===== src/rtl/mem_port_arbiter_if.sv =====
// -----------------------------------------------------------------------------
// mem_port_arbiter_if
// Bundles every signal between the memory port arbiter, its two requesters
// (CPU and debug) and the single-port memory.
//   cpu_*      : CPU request set (req/we/addr/wdata in; gnt/rvalid/rdata out)
//   dbg_*      : debug request set, same meaning as the CPU set
//   dbg_lock   : debug asks for exclusive memory ownership
//   dbg_locked : exclusive ownership currently held by debug
//   cpu_halted : CPU held in reset; its requests are masked
//   mem_*      : single-port memory command; mem_rdata valid one cycle after a read
// Modports:
//   slave  : the arbiter side
//   master : the environment side (requesters and memory)
// -----------------------------------------------------------------------------
interface mem_port_arbiter_if #(
    parameter int ADDR_W = 32,
    parameter int DATA_W = 32
);
    logic              cpu_req;
    logic              cpu_we;
    logic [ADDR_W-1:0] cpu_addr;
    logic [DATA_W-1:0] cpu_wdata;
    logic              cpu_gnt;
    logic              cpu_rvalid;
    logic [DATA_W-1:0] cpu_rdata;

    logic              dbg_req;
    logic              dbg_we;
    logic [ADDR_W-1:0] dbg_addr;
    logic [DATA_W-1:0] dbg_wdata;
    logic              dbg_gnt;
    logic              dbg_rvalid;
    logic [DATA_W-1:0] dbg_rdata;

    logic              dbg_lock;
    logic              dbg_locked;
    logic              cpu_halted;

    logic              mem_en;
    logic              mem_we;
    logic [ADDR_W-1:0] mem_addr;
    logic [DATA_W-1:0] mem_wdata;
    logic [DATA_W-1:0] mem_rdata;

    modport slave (
        input  cpu_req, cpu_we, cpu_addr, cpu_wdata,
        output cpu_gnt, cpu_rvalid, cpu_rdata,
        input  dbg_req, dbg_we, dbg_addr, dbg_wdata,
        output dbg_gnt, dbg_rvalid, dbg_rdata,
        input  dbg_lock, cpu_halted,
        output dbg_locked,
        output mem_en, mem_we, mem_addr, mem_wdata,
        input  mem_rdata
    );

    modport master (
        output cpu_req, cpu_we, cpu_addr, cpu_wdata,
        input  cpu_gnt, cpu_rvalid, cpu_rdata,
        output dbg_req, dbg_we, dbg_addr, dbg_wdata,
        input  dbg_gnt, dbg_rvalid, dbg_rdata,
        output dbg_lock, cpu_halted,
        input  dbg_locked,
        input  mem_en, mem_we, mem_addr, mem_wdata,
        output mem_rdata
    );
endinterface


===== src/rtl/mem_port_arbiter.sv =====
// -----------------------------------------------------------------------------
// mem_port_arbiter
// Shares one single-port memory between a CPU and a debug requester.
// Grants are combinational from the current requests and registered state.
// Round-robin on a tie; debug can take exclusive ownership through a
// three-state lock FSM (OPEN -> DRAIN -> LOCKED).
// Ports:
//   CLK : clock, rising edge
//   RST : asynchronous active-high reset
//   bus : mem_port_arbiter_if.slave, all requester and memory signals
// -----------------------------------------------------------------------------
module mem_port_arbiter #(
    parameter int ADDR_W = 32,
    parameter int DATA_W = 32
) (
    input  logic                  CLK,
    input  logic                  RST,
    mem_port_arbiter_if.slave     bus
);

    typedef enum logic [1:0] {
        ST_OPEN   = 2'd0,
        ST_DRAIN  = 2'd1,
        ST_LOCKED = 2'd2
    } lock_state_t;

    localparam logic OWNER_CPU = 1'b0;
    localparam logic OWNER_DBG = 1'b1;

    lock_state_t state_r;
    logic        dbg_locked_r;
    logic        last_owner_r;
    logic        rd_pending_r;
    logic        rd_owner_r;

    logic              cpu_elig_s;
    logic              dbg_elig_s;
    logic              cpu_gnt_s;
    logic              dbg_gnt_s;
    logic              mem_we_s;
    logic [ADDR_W-1:0] mem_addr_s;
    logic [DATA_W-1:0] mem_wdata_s;
    logic              cpu_rd_issue_s;

    // Grant selection: CPU only competes while the lock FSM is OPEN and it is
    // not halted; on a tie the requester not granted last wins. Grants are
    // forced low while reset is asserted.
    always_comb begin
        cpu_elig_s = bus.cpu_req & ~bus.cpu_halted & (state_r == ST_OPEN);
        dbg_elig_s = bus.dbg_req;
        cpu_gnt_s  = 1'b0;
        dbg_gnt_s  = 1'b0;
        if (RST) begin
            cpu_gnt_s = 1'b0;
            dbg_gnt_s = 1'b0;
        end else if (cpu_elig_s && dbg_elig_s) begin
            if (last_owner_r == OWNER_CPU) begin
                dbg_gnt_s = 1'b1;
            end else begin
                cpu_gnt_s = 1'b1;
            end
        end else if (cpu_elig_s) begin
            cpu_gnt_s = 1'b1;
        end else if (dbg_elig_s) begin
            dbg_gnt_s = 1'b1;
        end else begin
            cpu_gnt_s = 1'b0;
            dbg_gnt_s = 1'b0;
        end
    end

    // Memory command mux: follows the granted requester, zero when idle.
    always_comb begin
        mem_we_s    = 1'b0;
        mem_addr_s  = {ADDR_W{1'b0}};
        mem_wdata_s = {DATA_W{1'b0}};
        if (cpu_gnt_s) begin
            mem_we_s    = bus.cpu_we;
            mem_addr_s  = bus.cpu_addr;
            mem_wdata_s = bus.cpu_wdata;
        end else if (dbg_gnt_s) begin
            mem_we_s    = bus.dbg_we;
            mem_addr_s  = bus.dbg_addr;
            mem_wdata_s = bus.dbg_wdata;
        end else begin
            mem_we_s    = 1'b0;
            mem_addr_s  = {ADDR_W{1'b0}};
            mem_wdata_s = {DATA_W{1'b0}};
        end
    end

    // A CPU read issued this cycle makes a cpu_rvalid due next cycle; DRAIN
    // waits on this before declaring debug the exclusive owner.
    assign cpu_rd_issue_s = cpu_gnt_s & ~bus.cpu_we;

    // Lock FSM with registered dbg_locked; releasing dbg_lock returns to OPEN
    // from either DRAIN or LOCKED on the next edge.
    always_ff @(posedge CLK or posedge RST) begin
        if (RST) begin
            state_r      <= ST_OPEN;
            dbg_locked_r <= 1'b0;
        end else begin
            case (state_r)
                ST_OPEN: begin
                    dbg_locked_r <= 1'b0;
                    if (bus.dbg_lock) begin
                        state_r <= ST_DRAIN;
                    end else begin
                        state_r <= ST_OPEN;
                    end
                end
                ST_DRAIN: begin
                    if (!bus.dbg_lock) begin
                        state_r      <= ST_OPEN;
                        dbg_locked_r <= 1'b0;
                    end else if (!cpu_rd_issue_s) begin
                        state_r      <= ST_LOCKED;
                        dbg_locked_r <= 1'b1;
                    end else begin
                        state_r      <= ST_DRAIN;
                        dbg_locked_r <= 1'b0;
                    end
                end
                ST_LOCKED: begin
                    if (!bus.dbg_lock) begin
                        state_r      <= ST_OPEN;
                        dbg_locked_r <= 1'b0;
                    end else begin
                        state_r      <= ST_LOCKED;
                        dbg_locked_r <= 1'b1;
                    end
                end
                default: begin
                    state_r      <= ST_OPEN;
                    dbg_locked_r <= 1'b0;
                end
            endcase
        end
    end

    // Round-robin history and read-return tracking. rd_pending is rewritten
    // every cycle so back-to-back reads each produce one rvalid pulse.
    always_ff @(posedge CLK or posedge RST) begin
        if (RST) begin
            last_owner_r <= OWNER_CPU;
            rd_pending_r <= 1'b0;
            rd_owner_r   <= OWNER_CPU;
        end else begin
            if (cpu_gnt_s) begin
                last_owner_r <= OWNER_CPU;
            end else if (dbg_gnt_s) begin
                last_owner_r <= OWNER_DBG;
            end else begin
                last_owner_r <= last_owner_r;
            end
            rd_pending_r <= (cpu_gnt_s | dbg_gnt_s) & ~mem_we_s;
            rd_owner_r   <= dbg_gnt_s ? OWNER_DBG : OWNER_CPU;
        end
    end

    assign bus.cpu_gnt    = cpu_gnt_s;
    assign bus.dbg_gnt    = dbg_gnt_s;
    assign bus.mem_en     = cpu_gnt_s | dbg_gnt_s;
    assign bus.mem_we     = mem_we_s;
    assign bus.mem_addr   = mem_addr_s;
    assign bus.mem_wdata  = mem_wdata_s;
    assign bus.cpu_rvalid = rd_pending_r & (rd_owner_r == OWNER_CPU);
    assign bus.dbg_rvalid = rd_pending_r & (rd_owner_r == OWNER_DBG);
    assign bus.cpu_rdata  = bus.mem_rdata;
    assign bus.dbg_rdata  = bus.mem_rdata;
    assign bus.dbg_locked = dbg_locked_r;

endmodule


===== src/flat_wrapper.sv =====
// flat-port wrapper written by rule: the top's interface ports become plain ports
module mem_port_arbiter_flat 
#(
    parameter int ADDR_W = 32,
    parameter int DATA_W = 32
)
  (CLK, RST, bus_cpu_req, bus_cpu_we, bus_cpu_addr, bus_cpu_wdata, bus_cpu_gnt, bus_cpu_rvalid, bus_cpu_rdata, bus_dbg_req, bus_dbg_we, bus_dbg_addr, bus_dbg_wdata, bus_dbg_gnt, bus_dbg_rvalid, bus_dbg_rdata, bus_dbg_lock, bus_cpu_halted, bus_dbg_locked, bus_mem_en, bus_mem_we, bus_mem_addr, bus_mem_wdata, bus_mem_rdata);
  mem_port_arbiter_if #(.ADDR_W(ADDR_W), .DATA_W(DATA_W)) bus_i ();
  input  logic CLK;
  input  logic RST;
  input wire logic [$bits(bus_i.cpu_req)-1:0] bus_cpu_req;
  input wire logic [$bits(bus_i.cpu_we)-1:0] bus_cpu_we;
  input wire logic [$bits(bus_i.cpu_addr)-1:0] bus_cpu_addr;
  input wire logic [$bits(bus_i.cpu_wdata)-1:0] bus_cpu_wdata;
  output wire logic [$bits(bus_i.cpu_gnt)-1:0] bus_cpu_gnt;
  output wire logic [$bits(bus_i.cpu_rvalid)-1:0] bus_cpu_rvalid;
  output wire logic [$bits(bus_i.cpu_rdata)-1:0] bus_cpu_rdata;
  input wire logic [$bits(bus_i.dbg_req)-1:0] bus_dbg_req;
  input wire logic [$bits(bus_i.dbg_we)-1:0] bus_dbg_we;
  input wire logic [$bits(bus_i.dbg_addr)-1:0] bus_dbg_addr;
  input wire logic [$bits(bus_i.dbg_wdata)-1:0] bus_dbg_wdata;
  output wire logic [$bits(bus_i.dbg_gnt)-1:0] bus_dbg_gnt;
  output wire logic [$bits(bus_i.dbg_rvalid)-1:0] bus_dbg_rvalid;
  output wire logic [$bits(bus_i.dbg_rdata)-1:0] bus_dbg_rdata;
  input wire logic [$bits(bus_i.dbg_lock)-1:0] bus_dbg_lock;
  input wire logic [$bits(bus_i.cpu_halted)-1:0] bus_cpu_halted;
  output wire logic [$bits(bus_i.dbg_locked)-1:0] bus_dbg_locked;
  output wire logic [$bits(bus_i.mem_en)-1:0] bus_mem_en;
  output wire logic [$bits(bus_i.mem_we)-1:0] bus_mem_we;
  output wire logic [$bits(bus_i.mem_addr)-1:0] bus_mem_addr;
  output wire logic [$bits(bus_i.mem_wdata)-1:0] bus_mem_wdata;
  input wire logic [$bits(bus_i.mem_rdata)-1:0] bus_mem_rdata;
  assign bus_i.cpu_req = bus_cpu_req;
  assign bus_i.cpu_we = bus_cpu_we;
  assign bus_i.cpu_addr = bus_cpu_addr;
  assign bus_i.cpu_wdata = bus_cpu_wdata;
  assign bus_cpu_gnt = bus_i.cpu_gnt;
  assign bus_cpu_rvalid = bus_i.cpu_rvalid;
  assign bus_cpu_rdata = bus_i.cpu_rdata;
  assign bus_i.dbg_req = bus_dbg_req;
  assign bus_i.dbg_we = bus_dbg_we;
  assign bus_i.dbg_addr = bus_dbg_addr;
  assign bus_i.dbg_wdata = bus_dbg_wdata;
  assign bus_dbg_gnt = bus_i.dbg_gnt;
  assign bus_dbg_rvalid = bus_i.dbg_rvalid;
  assign bus_dbg_rdata = bus_i.dbg_rdata;
  assign bus_i.dbg_lock = bus_dbg_lock;
  assign bus_i.cpu_halted = bus_cpu_halted;
  assign bus_dbg_locked = bus_i.dbg_locked;
  assign bus_mem_en = bus_i.mem_en;
  assign bus_mem_we = bus_i.mem_we;
  assign bus_mem_addr = bus_i.mem_addr;
  assign bus_mem_wdata = bus_i.mem_wdata;
  assign bus_i.mem_rdata = bus_mem_rdata;
  mem_port_arbiter #(.ADDR_W(ADDR_W), .DATA_W(DATA_W)) u_core (.CLK(CLK), .RST(RST), .bus(bus_i));
endmodule

===== config.mk =====
export PLATFORM = sky130hd
export DESIGN_NAME = mem_port_arbiter_flat
export DESIGN_NICKNAME = d
export VERILOG_FILES = /design/src/rtl/mem_port_arbiter_if.sv /design/src/rtl/mem_port_arbiter.sv /design/src/flat_wrapper.sv
export SDC_FILE = /design/constraint.sdc
export NUM_CORES = 1
export LEC_CHECK = 0
export CAP_MARGIN = 30
export CELL_PAD_IN_SITES_DETAIL_PLACEMENT = 2
export CELL_PAD_IN_SITES_GLOBAL_PLACEMENT = 2
export CORE_MARGIN = 8
export CORE_UTILIZATION = 10
export CTS_CLUSTER_DIAMETER = 30
export DETAILED_ROUTE_END_ITERATION = 16
export PLACE_DENSITY_LB_ADDON = 0.1
export SLEW_MARGIN = 0
export SYNTH_ARGS = -nofsm -noshare
export SYNTH_HDL_FRONTEND = slang
export SYNTH_SLANG_ARGS = --single-unit
export TNS_END_PERCENT = 30

===== constraint.sdc =====
create_clock -name CLK -period 2.35 [get_ports CLK]
set_clock_uncertainty 0.1 [all_clocks]
set_input_delay 0.47 -clock CLK [delete_from_list [all_inputs] [get_ports CLK]]
set_output_delay 0.47 -clock CLK [all_outputs]
set_load 0.05 [all_outputs]

# After elaboration in Yosys (flattened, before gate mapping)
# Cells that the tools add are included.
[totals]
output_inout_bits = 135
n_memories = 0
ramBits = 0
latchBits = 0
ff_bits = 6
input_bits = 168
romBits = 0
[op_classes]
n_reduce_logical = 3
muxes = 27
n_shift = 0
addsub = 0
n_eq_ne = 2
mul = 0
order_cmp = 0
bitwise_logic = 11
n_div = 0
[op_table]
columns = ["operator", "count"]
rows = [
  ["2-to-1 mux 32 bit", 4],
  ["2-to-1 mux 1 bit", 18],
  ["bitwise AND 1 bit", 6],
  ["2-to-1 mux 2 bit", 3],
  ["one-hot mux 2 bit (3 select lines)", 1],
  ["NOT 1 bit", 4],
  ["== test 2 x 1 -> 1 bit (second input constant)", 1],
  ["== test 2 bit (second input constant)", 1],
  ["logical NOT 2 bit", 1],
  ["one-hot mux 1 bit (2 select lines)", 1],
  ["nonzero test 2 bit", 1],
  ["logical AND 1 bit", 1],
  ["bitwise OR 1 bit", 1],
]

# Logic depth before layout (Yosys ltp)
# Gate-level depths: netlist of run 1.
[logic_depth]
ltp_word = 10
ltp_mapped = 8

# Worst setup path after synthesis of run 1
# No wires, ideal clock.
[synth_path]
kind = "register to output"
start = "register u_core.state_r[0]"
end = "output port bus_mem_wdata[22]"
stages_incl_launch_ff = 7
t_required_ns = 1.780
arrival_ns = 2.137
slack_ns = -0.357
n_path_buf = 1
cell_sequence = "dfrtp_1 > inv_1 > ha_1 > and4b_1 > nor2_1 > clkbuf_1 > a22o_1"
[synth_via]
elab_chain_cells = 7
[synth_rtl]
columns = ["element", "line_no", "source"]
rows = [
  ["from (decl)", "mem_port_arbiter.sv:30", "lock_state_t state_r;"],
  ["from (signal assigned)", "mem_port_arbiter.sv:100", "state_r <= ST_OPEN;"],
  ["from (signal assigned)", "mem_port_arbiter.sv:107", "state_r <= ST_DRAIN;"],
  ["from (signal assigned)", "mem_port_arbiter.sv:109", "state_r <= ST_OPEN;"],
  ["logical NOT 2 bit (*)", "mem_port_arbiter.sv:49", "cpu_elig_s = bus.cpu_req & ~bus.cpu_halted & (state_r == ST_OPEN);"],
  ["bitwise AND 1 bit (*)", "mem_port_arbiter.sv:49", ""],
  ["2-to-1 mux 1 bit or logical AND 1 bit (tied branches)", "mem_port_arbiter.sv:62, mem_port_arbiter.sv:56", ""],
  ["2-to-1 mux 1 bit (*)", "mem_port_arbiter.sv:56", "end else if (cpu_elig_s && dbg_elig_s) begin"],
  ["2-to-1 mux 1 bit (*)", "mem_port_arbiter.sv:53", "if (RST) begin"],
  ["via bus_dbg_gnt", "flat_wrapper.sv:22", "output wire logic [$bits(bus_i.dbg_gnt)-1:0] bus_dbg_gnt;"],
  ["2-to-1 mux 32 bit (*)", "mem_port_arbiter.sv:81", "end else if (dbg_gnt_s) begin"],
  ["2-to-1 mux 32 bit (*)", "mem_port_arbiter.sv:77", "if (cpu_gnt_s) begin"],
  ["to (decl)", "flat_wrapper.sv:31", "output wire logic [$bits(bus_i.mem_wdata)-1:0] bus_mem_wdata;"],
]
# The timed path passes the listed nets; every way through them passes the cells marked *.

# Worst setup path in the final report of run 1
[layout_path]
start = "register u_core.state_r[0]"
end = "output port bus_mem_addr[20]"
[layout_via]
elab_chain_cells = 7
[layout_rtl]
columns = ["element", "line_no", "source"]
rows = [
  ["logical NOT 2 bit (*)", "mem_port_arbiter.sv:49", ""],
  ["bitwise AND 1 bit (*)", "mem_port_arbiter.sv:49", ""],
  ["2-to-1 mux 1 bit or logical AND 1 bit (tied branches)", "mem_port_arbiter.sv:62, mem_port_arbiter.sv:56", ""],
  ["2-to-1 mux 1 bit", "mem_port_arbiter.sv:56", ""],
  ["2-to-1 mux 1 bit", "mem_port_arbiter.sv:53", ""],
  ["2-to-1 mux 32 bit", "mem_port_arbiter.sv:81", ""],
  ["2-to-1 mux 32 bit (*)", "mem_port_arbiter.sv:77", ""],
  ["to (decl)", "flat_wrapper.sv:30", "output wire logic [$bits(bus_i.mem_addr)-1:0] bus_mem_addr;"],
]
# Mark *: on every way between the ends. The rest lies on a longest branch, timed or not.

==> out/summary.txt, run 1 <==
status: finished, violations left
failing checks: setup timing
Initial Util: 0.102
TritonCTS Buffers: 3
CTS tree: built
HP Class: input port to asynchronous set/reset pin
Min Hold Slack: 0.240 ns
Final GP Congestion: 0.649
launching point of the worst reg2reg path: u_core.state_r[0]$_DFF_PP0_
power per cell area: 366 nW/µm²
Die ar.: 18800 µm²
Setup crit start: u_core.state_r[0]$_DFF_PP0_
synth warn: 0
clk_lat worst skew: 0.23 ns
area delta synth->final: 225%
critical path capture point type: primary output
initial antenna violation count: 0
Syn Inst Count: 176
worst-path maximum fanout: 5
Unique masters post-synth: 20
HPWL after DPL: 8710 µm
Reg clk slew, reported paths: 0.04 ns
filler instances: 1513
Slowest Stage Delay on Critical Path: 0.41 ns
worst setup path category: register to primary output
Die H: 137 µm
Syn Nets: 348
Die W: 137 µm
CP max stage cell: or3_4
R2R Setup Slk: 0.47 ns
clock buffer depth: 2
Register Area: 150 µm²
drt initial violations: 28
layout cells sized above 1: 0.451
flops & latches, synth: 6
Final Hold Viols: 0
Top Family by Delay on Critical Path: buffers and inverters
Ports: 303
Port Buf Inserts: 206
Total GRT Usage: 0.106
largest net degree at the start of global routing: 41
WL final: 11200 µm
worst path cell trace: inv_2 -> ha_4 -> nand3b_1 -> or3_4 -> clkinv_8 -> buf_12 -> buf_12 -> a22o_1 -> buf_12
Wirelength per Cell: 21.5 µm
DRT Pass-1 Iters: 4
clk sinks: 6
first-pass GRT wire length: 15200 µm
Worst Setup Start Kind: register
# rows: 44
placed cell count: 502
Setup TNS: -12.55 ns
worst vdd ir: 0.000218 V
vias in the first global route: 2304
critical path depth: 9
root buf cell: clkbuf_16
H-tree depth: 1
pre-CTS setup slack: -0.383 ns
reg2reg end: u_core.bus.dbg_locked$_DFF_PP0_
fin nets: 511
Power Total: 1.75 mW
Final Cycle Share: 1.10
Worst Path Buf+Inv: 5
grt total ovfl: 0
Seq/Total Area, Yosys: 0.102
final design area excluding fillers: 4770 µm²
commonest non-fill, non-tap cell in the layout: clkdlybuf4s50_1
relative slew slack: 0.650
vias after detailed routing: 2014
Final WS setup: -0.241 ns
most frequent cells in the layout: clkdlybuf4s50_1 (133), buf_12 (75), a22o_4 (42), a22o_1 (23), buf_4 (17)
most frequent CP cell: buf_12
drc violations: 0
Multi-input gate area: 1130 µm²
Core Region: 14400 µm²
Layout Utilization: 0.331
post-synth design cell area: 1470 µm²
RSZ-0062 raised after global routing: yes
post-DR vias/cell: 3.87
endpoints failing setup: 66
Final ANT Viol Nets: 0
Placed Area: 4020 µm²
maxcap violations: 0
Slew Limit Fails: 0
Register-to-Register Path Depth: 9
Max Freq: 386 MHz
CP Data Required Time: 1.78 ns
Post-Layout Cell Count: 521
Synth Area per Inst: 8.34 µm²
ant diodes: 0
slew at the pin closest to its max-slew limit: 0.524 ns
CP arrival: 2.02 ns
Pleak: 2.01 nW
minimum clock period: 2.59 ns
cell type report:
cell class / count / share of cell area
Clock buffer: 3 / 0.0157
Inverter: 4 / 0.00577
Multi-Input combinational cell: 88 / 0.237
Sequential cell: 6 / 0.0315
Tap cell: 184 / 0.0483
Timing Repair Buffer: 236 / 0.661
cells in the mapped netlist (all sizes together):
cell | instances | share of area
a21oi | 3 | 0.010
and4b | 1 | 0.0068
dfrtp | 6 | 0.10
a22o | 65 | 0.39
o21ai | 2 | 0.0068
o32ai | 1 | 0.0060
and2 | 2 | 0.0085
o211ai | 1 | 0.0051
nor2 | 3 | 0.0077
nand3b | 1 | 0.0051
nor2b | 3 | 0.013
clkbuf | 2 | 0.0051
clkinv | 1 | 0.0034
ha | 4 | 0.034
buf | 76 | 0.38
nand2b | 1 | 0.0043
inv | 3 | 0.0077
or3 | 1 | 0.0077
cells by family (layout without fill, tap and decap cells):
logic type               count (synthesis)  count (layout)  synth area share
AND/OR/NAND/NOR                         12              12            0.0529
AO/OA/AOI/OAI                           72              72             0.416
adder cells (fa/ha/maj)                  4               4            0.0341
buffers and inverters                   82             243             0.395
flip-flops                               6               6             0.102
where the power goes:
group	total, mW	internal (mW)	switching (mW)	leakage [nW]
combinational	1.35	0.740	0.606	1.90
clock	0.276	0.218	0.0574	0.0370
sequential	0.127	0.117	0.00951	0.0763
total	1.75	1.08	0.673	2.01
worst max-delay path by stage:
stage | to | slack [ns]
floorplan | bus_mem_wdata[27] | -0.06
global placement | bus_mem_wdata[1] | -0.38
detailed placement | bus_mem_wdata[1] | -0.38
CTS | bus_mem_we | -0.28
global route | bus_mem_addr[20] | -0.34
finish | bus_mem_addr[20] | -0.24
worst reg2reg max path, stage by stage, from the launching register on:
cell and delay (ns):
dfrtp_1 0.38, inv_2 0.09, ha_4 0.15, nand3b_1 0.08, or3_4 0.41, clkinv_8 0.09
buf_12 0.12, buf_12 0.14, buf_4 0.13, a21oi_1 0.06
per-layer routing:
layer / vias to the layer above / GRT usage / share of wire / wire length [µm]
met5: - / 0 / 0 / 0
met1: 949 / 0.113 / 0.35 / 3950
li1: 918 / - / - / -
met3: 19 / 0.0316 / 0.10 / 1120
met2: 128 / 0.202 / 0.54 / 6000
met4: 0 / 0.0187 / 0.012 / 130
sequential cells by signal, indices dropped and copies added, names as in the netlist:
signal	flops
u_core.bus.dbg_locked	1
u_core.last_owner_r	1
u_core.rd_owner_r	1
u_core.rd_pending_r	1
u_core.state_r	2
what timing repair did:
action,4_1_cts,5_1_grt
pin swaps,57,14
hold buffers,0,0
hold endpoints to repair,0,0
resized for setup,39,29
endpoints found under the setup margin,67,67
gates cloned,5,2
setup buffers,7,4
Note: power is estimated with default switching activity, not from simulation.
==> run 2, diff against run 1 <==
- SKIP_LAST_GASP: unset -> 1
==> run 2 against run 1 <==
Against the previous run:
- the run still ends with setup timing left
- critical endpoint unchanged
- register-to-register slack improved by 0.02 ns
- via count rose by 0.25%
- utilization fell by 0.29 points
==> out/summary.txt, run 2 (same netlist as run 1, synthesis figures left out) <==
status: finished, violations left
failing checks: setup timing
Final ANT Viol Nets: 0 (unchanged)
Die ar.: 18800 µm² (unchanged)
drt initial violations: 19 (-32%)
worst path cell trace: inv_2 -> ha_4 -> nand3b_1 -> or3_4 -> clkinv_8 -> buf_12 -> buf_12 -> a22o_1 -> buf_12
commonest non-fill, non-tap cell in the layout: clkdlybuf4s50_1
WL final: 11100 µm (-0.54%)
drc violations: 0 (unchanged)
launching point of the worst reg2reg path: u_core.state_r[0]$_DFF_PP0_
critical path capture point type: primary output
Multi-input gate area: 1100 µm² (-3.0%)
Setup TNS: -13.10 ns (-0.544 ns)
Port Buf Inserts: 206 (unchanged)
Final GP Congestion: 0.649 (unchanged)
CP Data Required Time: 1.78 ns (about the same)
Final Hold Viols: 0 (unchanged)
H-tree depth: 1 (unchanged)
layout cells sized above 1: 0.446 (-0.00461)
endpoints failing setup: 67 (+1.5%)
filler instances: 1522 (+0.59%)
Pleak: 1.98 nW (-1.4%)
fin nets: 510 (-0.20%)
HPWL after DPL: 8710 µm (unchanged)
TritonCTS Buffers: 3 (unchanged)
Final WS setup: -0.244 ns (-0.00361 ns)
grt total ovfl: 0 (unchanged)
vias after detailed routing: 2019 (+0.25%)
vias in the first global route: 2315 (+0.48%)
initial antenna violation count: 0 (unchanged)
HP Class: input port to asynchronous set/reset pin
Die W: 137 µm (unchanged)
ant diodes: 0 (unchanged)
slew at the pin closest to its max-slew limit: 0.524 ns (unchanged)
Die H: 137 µm (unchanged)
clk sinks: 6 (unchanged)
Total GRT Usage: 0.105 (-0.000688)
Max Freq: 385 MHz (-0.14%)
RSZ-0062 raised after global routing: yes
post-DR vias/cell: 3.88 (+0.44%)
Reg clk slew, reported paths: 0.03 ns (about the same)
worst-path maximum fanout: 5 (unchanged)
Post-CTS Hold Buffers: 0 (unchanged)
minimum clock period: 2.59 ns (+0.00361 ns)
reg2reg end: u_core.last_owner_r$_DFFE_PP0P_
clock buffer depth: 2 (unchanged)
Core Region: 14400 µm² (unchanged)
worst vdd ir: 0.000215 V (-1.5%)
Slowest Stage Delay on Critical Path: 0.41 ns (about the same)
Layout Utilization: 0.328 (-0.00286)
Slew Limit Fails: 0 (unchanged)
Initial Util: 0.102 (unchanged)
Final Cycle Share: 1.10 (+0.00154)
most frequent CP cell: buf_12
CP arrival: 2.02 ns (about the same)
Worst Setup Start Kind: register
relative slew slack: 0.650 (unchanged)
max reg flops: 2 (unchanged)
Top Family by Delay on Critical Path: buffers and inverters
Ports: 303 (unchanged)
Register Area: 150 µm² (unchanged)
root buf cell: clkbuf_16
CP max stage cell: or3_4
worst setup path category: register to primary output
maxcap violations: 0 (unchanged)
Register-to-Register Path Depth: 9 (unchanged)
DRT Pass-1 Iters: 4 (unchanged)
clk_lat worst skew: 0.23 ns (about the same)
largest net degree at the start of global routing: 41 (unchanged)
pre-CTS setup slack: -0.383 ns (unchanged)
most frequent cells in the layout: clkdlybuf4s50_1 (133), buf_12 (75), a22o_4 (38), a22o_1 (23), buf_4 (16)
CTS tree: built
first-pass GRT wire length: 15100 µm (-0.41%)
# rows: 44 (unchanged)
power per cell area: 368 nW/µm² (+0.34%)
R2R Setup Slk: 0.49 ns (+0.02 ns)
Worst Path Buf+Inv: 5 (unchanged)
Wirelength per Cell: 21.4 µm (-0.34%)
Min Hold Slack: 0.240 ns (-0.000414 ns)
area delta synth->final: 222%
Most flops, register: u_core.state_r
-- run 2: cell count changes in the layout (fill, tap and decap cells not counted) --
cell,change
o21ai_1,+1
o21ai_2,-1
a22o_4,-4
buf_4,-1
a22o_2,+4
-- run 2: metal layers --
layer	global-route usage	vias up	routed length [µm]
li1	-	917	-
met1	0.111	957	3970
met2	0.201	126	5960
met3	0.0316	19	1080
met4	0.0187	0	130
met5	0	-	0
-- run 2: final cells by class --
class	instances	share of cell area
clock buffer	3	0.0159
inverter	4	0.00582
tap	184	0.0487
sequential	6	0.0318
multi-input combinational	88	0.232
timing repair buffer	235	0.666
-- run 2: worst register-to-register path, stage by stage (launching register included) --
cell	delay (ns)
dfrtp_1	0.38
inv_2	0.09
ha_4	0.16
nand3b_1	0.08
or3_4	0.41
clkinv_8	0.09
buf_12	0.13
buf_12	0.14
buf_4	0.13
nor2_1	0.04
-- run 2: stage by stage --
stage / cell area [µm²] / std cells / power (mW)
6_report: 4730 / 520 / 1.74
5_1_grt: 4730 / 520 / 1.81
4_1_cts: 4450 / 517 / 1.69
3_5_place_dp: 4020 / 502 / 1.31
3_3_place_gp: 4020 / 502 / 1.31
2_1_floorplan: 1470 / 176 / 0.904
-- run 2: worst max-delay path by stage --
stage / startpoint / to / slack [ns] / depth (start not counted)
floorplan: u_core.state_r[0]$_DFF_PP0_ / bus_mem_wdata[27] / -0.06 / 7
global placement: bus_cpu_halted / bus_mem_wdata[1] / -0.38 / 7
detailed placement: bus_cpu_halted / bus_mem_wdata[1] / -0.38 / 7
CTS: u_core.state_r[1]$_DFF_PP0_ / bus_mem_we / -0.28 / 10
global route: u_core.state_r[0]$_DFF_PP0_ / bus_mem_addr[20] / -0.34 / 9
finish: u_core.state_r[0]$_DFF_PP0_ / bus_mem_addr[20] / -0.24 / 9
-- run 2: where the power goes --
| part | internal, mW | switching, mW | total [mW] | leakage, nW |
|---|---|---|---|---|
| logic | 0.736 | 0.602 | 1.34 | 1.87 |
| clock network | 0.218 | 0.0564 | 0.275 | 0.0370 |
| registers | 0.117 | 0.00926 | 0.126 | 0.0763 |
-- run 2: repair_timing --
| action | in CTS | in global routing |
|---|---|---|
| setup buffers | 7 | 3 |
| gates resized for setup | 32 | 31 |
| endpoints found under the setup margin | 67 | 67 |
| pin swaps | 30 | 12 |
| cloned | 5 | 2 |
==> patch, RTL diff (settings of run 2) <==
`DATA_W` is set to 32 in 3 places; all go to 36.
--- a/src/rtl/mem_port_arbiter_if.sv
+++ b/src/rtl/mem_port_arbiter_if.sv
@@ -14,7 +14,7 @@
 // -----------------------------------------------------------------------------
 interface mem_port_arbiter_if #(
     parameter int ADDR_W = 32,
-    parameter int DATA_W = 32
+    parameter int DATA_W = 36
 );
     logic              cpu_req;
     logic              cpu_we;
--- a/src/rtl/mem_port_arbiter.sv
+++ b/src/rtl/mem_port_arbiter.sv
@@ -11,7 +11,7 @@
 // -----------------------------------------------------------------------------
 module mem_port_arbiter #(
     parameter int ADDR_W = 32,
-    parameter int DATA_W = 32
+    parameter int DATA_W = 36
 ) (
     input  logic                  CLK,
     input  logic                  RST,
--- a/src/flat_wrapper.sv
+++ b/src/flat_wrapper.sv
@@ -2,7 +2,7 @@
 module mem_port_arbiter_flat 
 #(
     parameter int ADDR_W = 32,
-    parameter int DATA_W = 32
+    parameter int DATA_W = 36
 )
   (CLK, RST, bus_cpu_req, bus_cpu_we, bus_cpu_addr, bus_cpu_wdata, bus_cpu_gnt, bus_cpu_rvalid, bus_cpu_rdata, bus_dbg_req, bus_dbg_we, bus_dbg_addr, bus_dbg_wdata, bus_dbg_gnt, bus_dbg_rvalid, bus_dbg_rdata, bus_dbg_lock, bus_cpu_halted, bus_dbg_locked, bus_mem_en, bus_mem_we, bus_mem_addr, bus_mem_wdata, bus_mem_rdata);
   mem_port_arbiter_if #(.ADDR_W(ADDR_W), .DATA_W(DATA_W)) bus_i ();
Interface: changed (6 resized); port bits go from 303 to 327. The function was not compared with the original's and may differ.
==> patch against run 2 <==
The run still ends with setup timing left; synthesized area rose by 8.9%; routed wire length is 4.2% higher; highest routed layer unchanged; sequential cell count stayed put; power increased by 1.9%; worst setup slack better by 0.0092 ns; final area is 2.2% higher.
==> patch: results <==
{
  "outcome": "complete, but fails checks",
  "violations": "setup timing",
  "port_buffers": 218,
  "netlist_instances": 188,
  "fin_cells": 567,
  "post-place-ws_ns": -0.351,
  "seq_area_frac_synth": 0.0940,
  "grt_pass1_wl_um": 16600,
  "setup_viol": 70,
  "synth_compound_area_frac": 0.404,
  "leakagePower_nw": 2.01,
  "drive_above_1_share": 0.405,
  "cts-resized-gates": 31,
  "grt_usage": 0.108,
  "ff2ff_path_depth": 10,
  "post_cts_buffers": 9,
  "first_global_vias": 2527,
  "synth-adder-area-share": 0.0313,
  "synthTopCellsByCount": "72 x buf_4, 69 x a22o_1, 6 x buf_6, 6 x dfrtp_1, 5 x clkbuf_1",
  "peakVddDrop_mv": 0.271,
  "critPathMaxFanout": 13,
  "wirelength_um": 11600,
  "syn_nets": 372,
  "r2r_end": "u_core.bus.dbg_locked$_DFF_PP0_",
  "fin_nets": 537,
  "ys_types": 22,
  "power.switching_mw": 0.688,
  "power-per-cell-area_mw_per_mm2": 367,
  "max_stage_delay_ns": 0.39,
  "reg2reg_slack_ns": 0.45,
  "r2r_start": "u_core.state_r[1]$_DFF_PP0_",
  "detail_route.vias_per_cell": 3.71,
  "dpl.hpwl_um": 9490,
  "drt_iter0_markers": 27,
  "whs_ns": 0.248,
  "finalSetupTns_ns": -10.91,
  "finalWorstSetupSlack_ns": -0.235,
  "relSlewSlack": 0.642,
  "grt_max_degree": 45
}
patch: cell count changes in the layout (fill, tap and decap cells not counted), sizes merged:
| cell | before | now |
|---|---|---|
| clkdlybuf4s50 | 133 | 141 |
| clkinv | 1 | 0 |
| a22o | 65 | 69 |
| inv | 3 | 4 |
| clkbuf | 5 | 3 |
| buf | 96 | 101 |
patch: metal layers:
metal  wire [um]  up-vias  global-route usage
met5           0        -                   0
met4          55        0              0.0117
met3        1190       16              0.0423
met2        6310      130               0.207
met1        4050      998               0.111
li1            -      959                   -
patch: layout make-up:
class | count | area, um^2
well taps | 216 | 270
repair buffers | 246 | 3250
multi-input cells | 92 | 1070
inverters | 4 | 22.5
flip-flops and latches | 6 | 150
clock buffers | 3 | 75.1
fillers | 1705 | 10900
patch: cell families after synthesis:
logic type,count (synthesis)
compound gates,76
simple gates,12
buf+inv,90
fa+ha+maj,4
flops,6
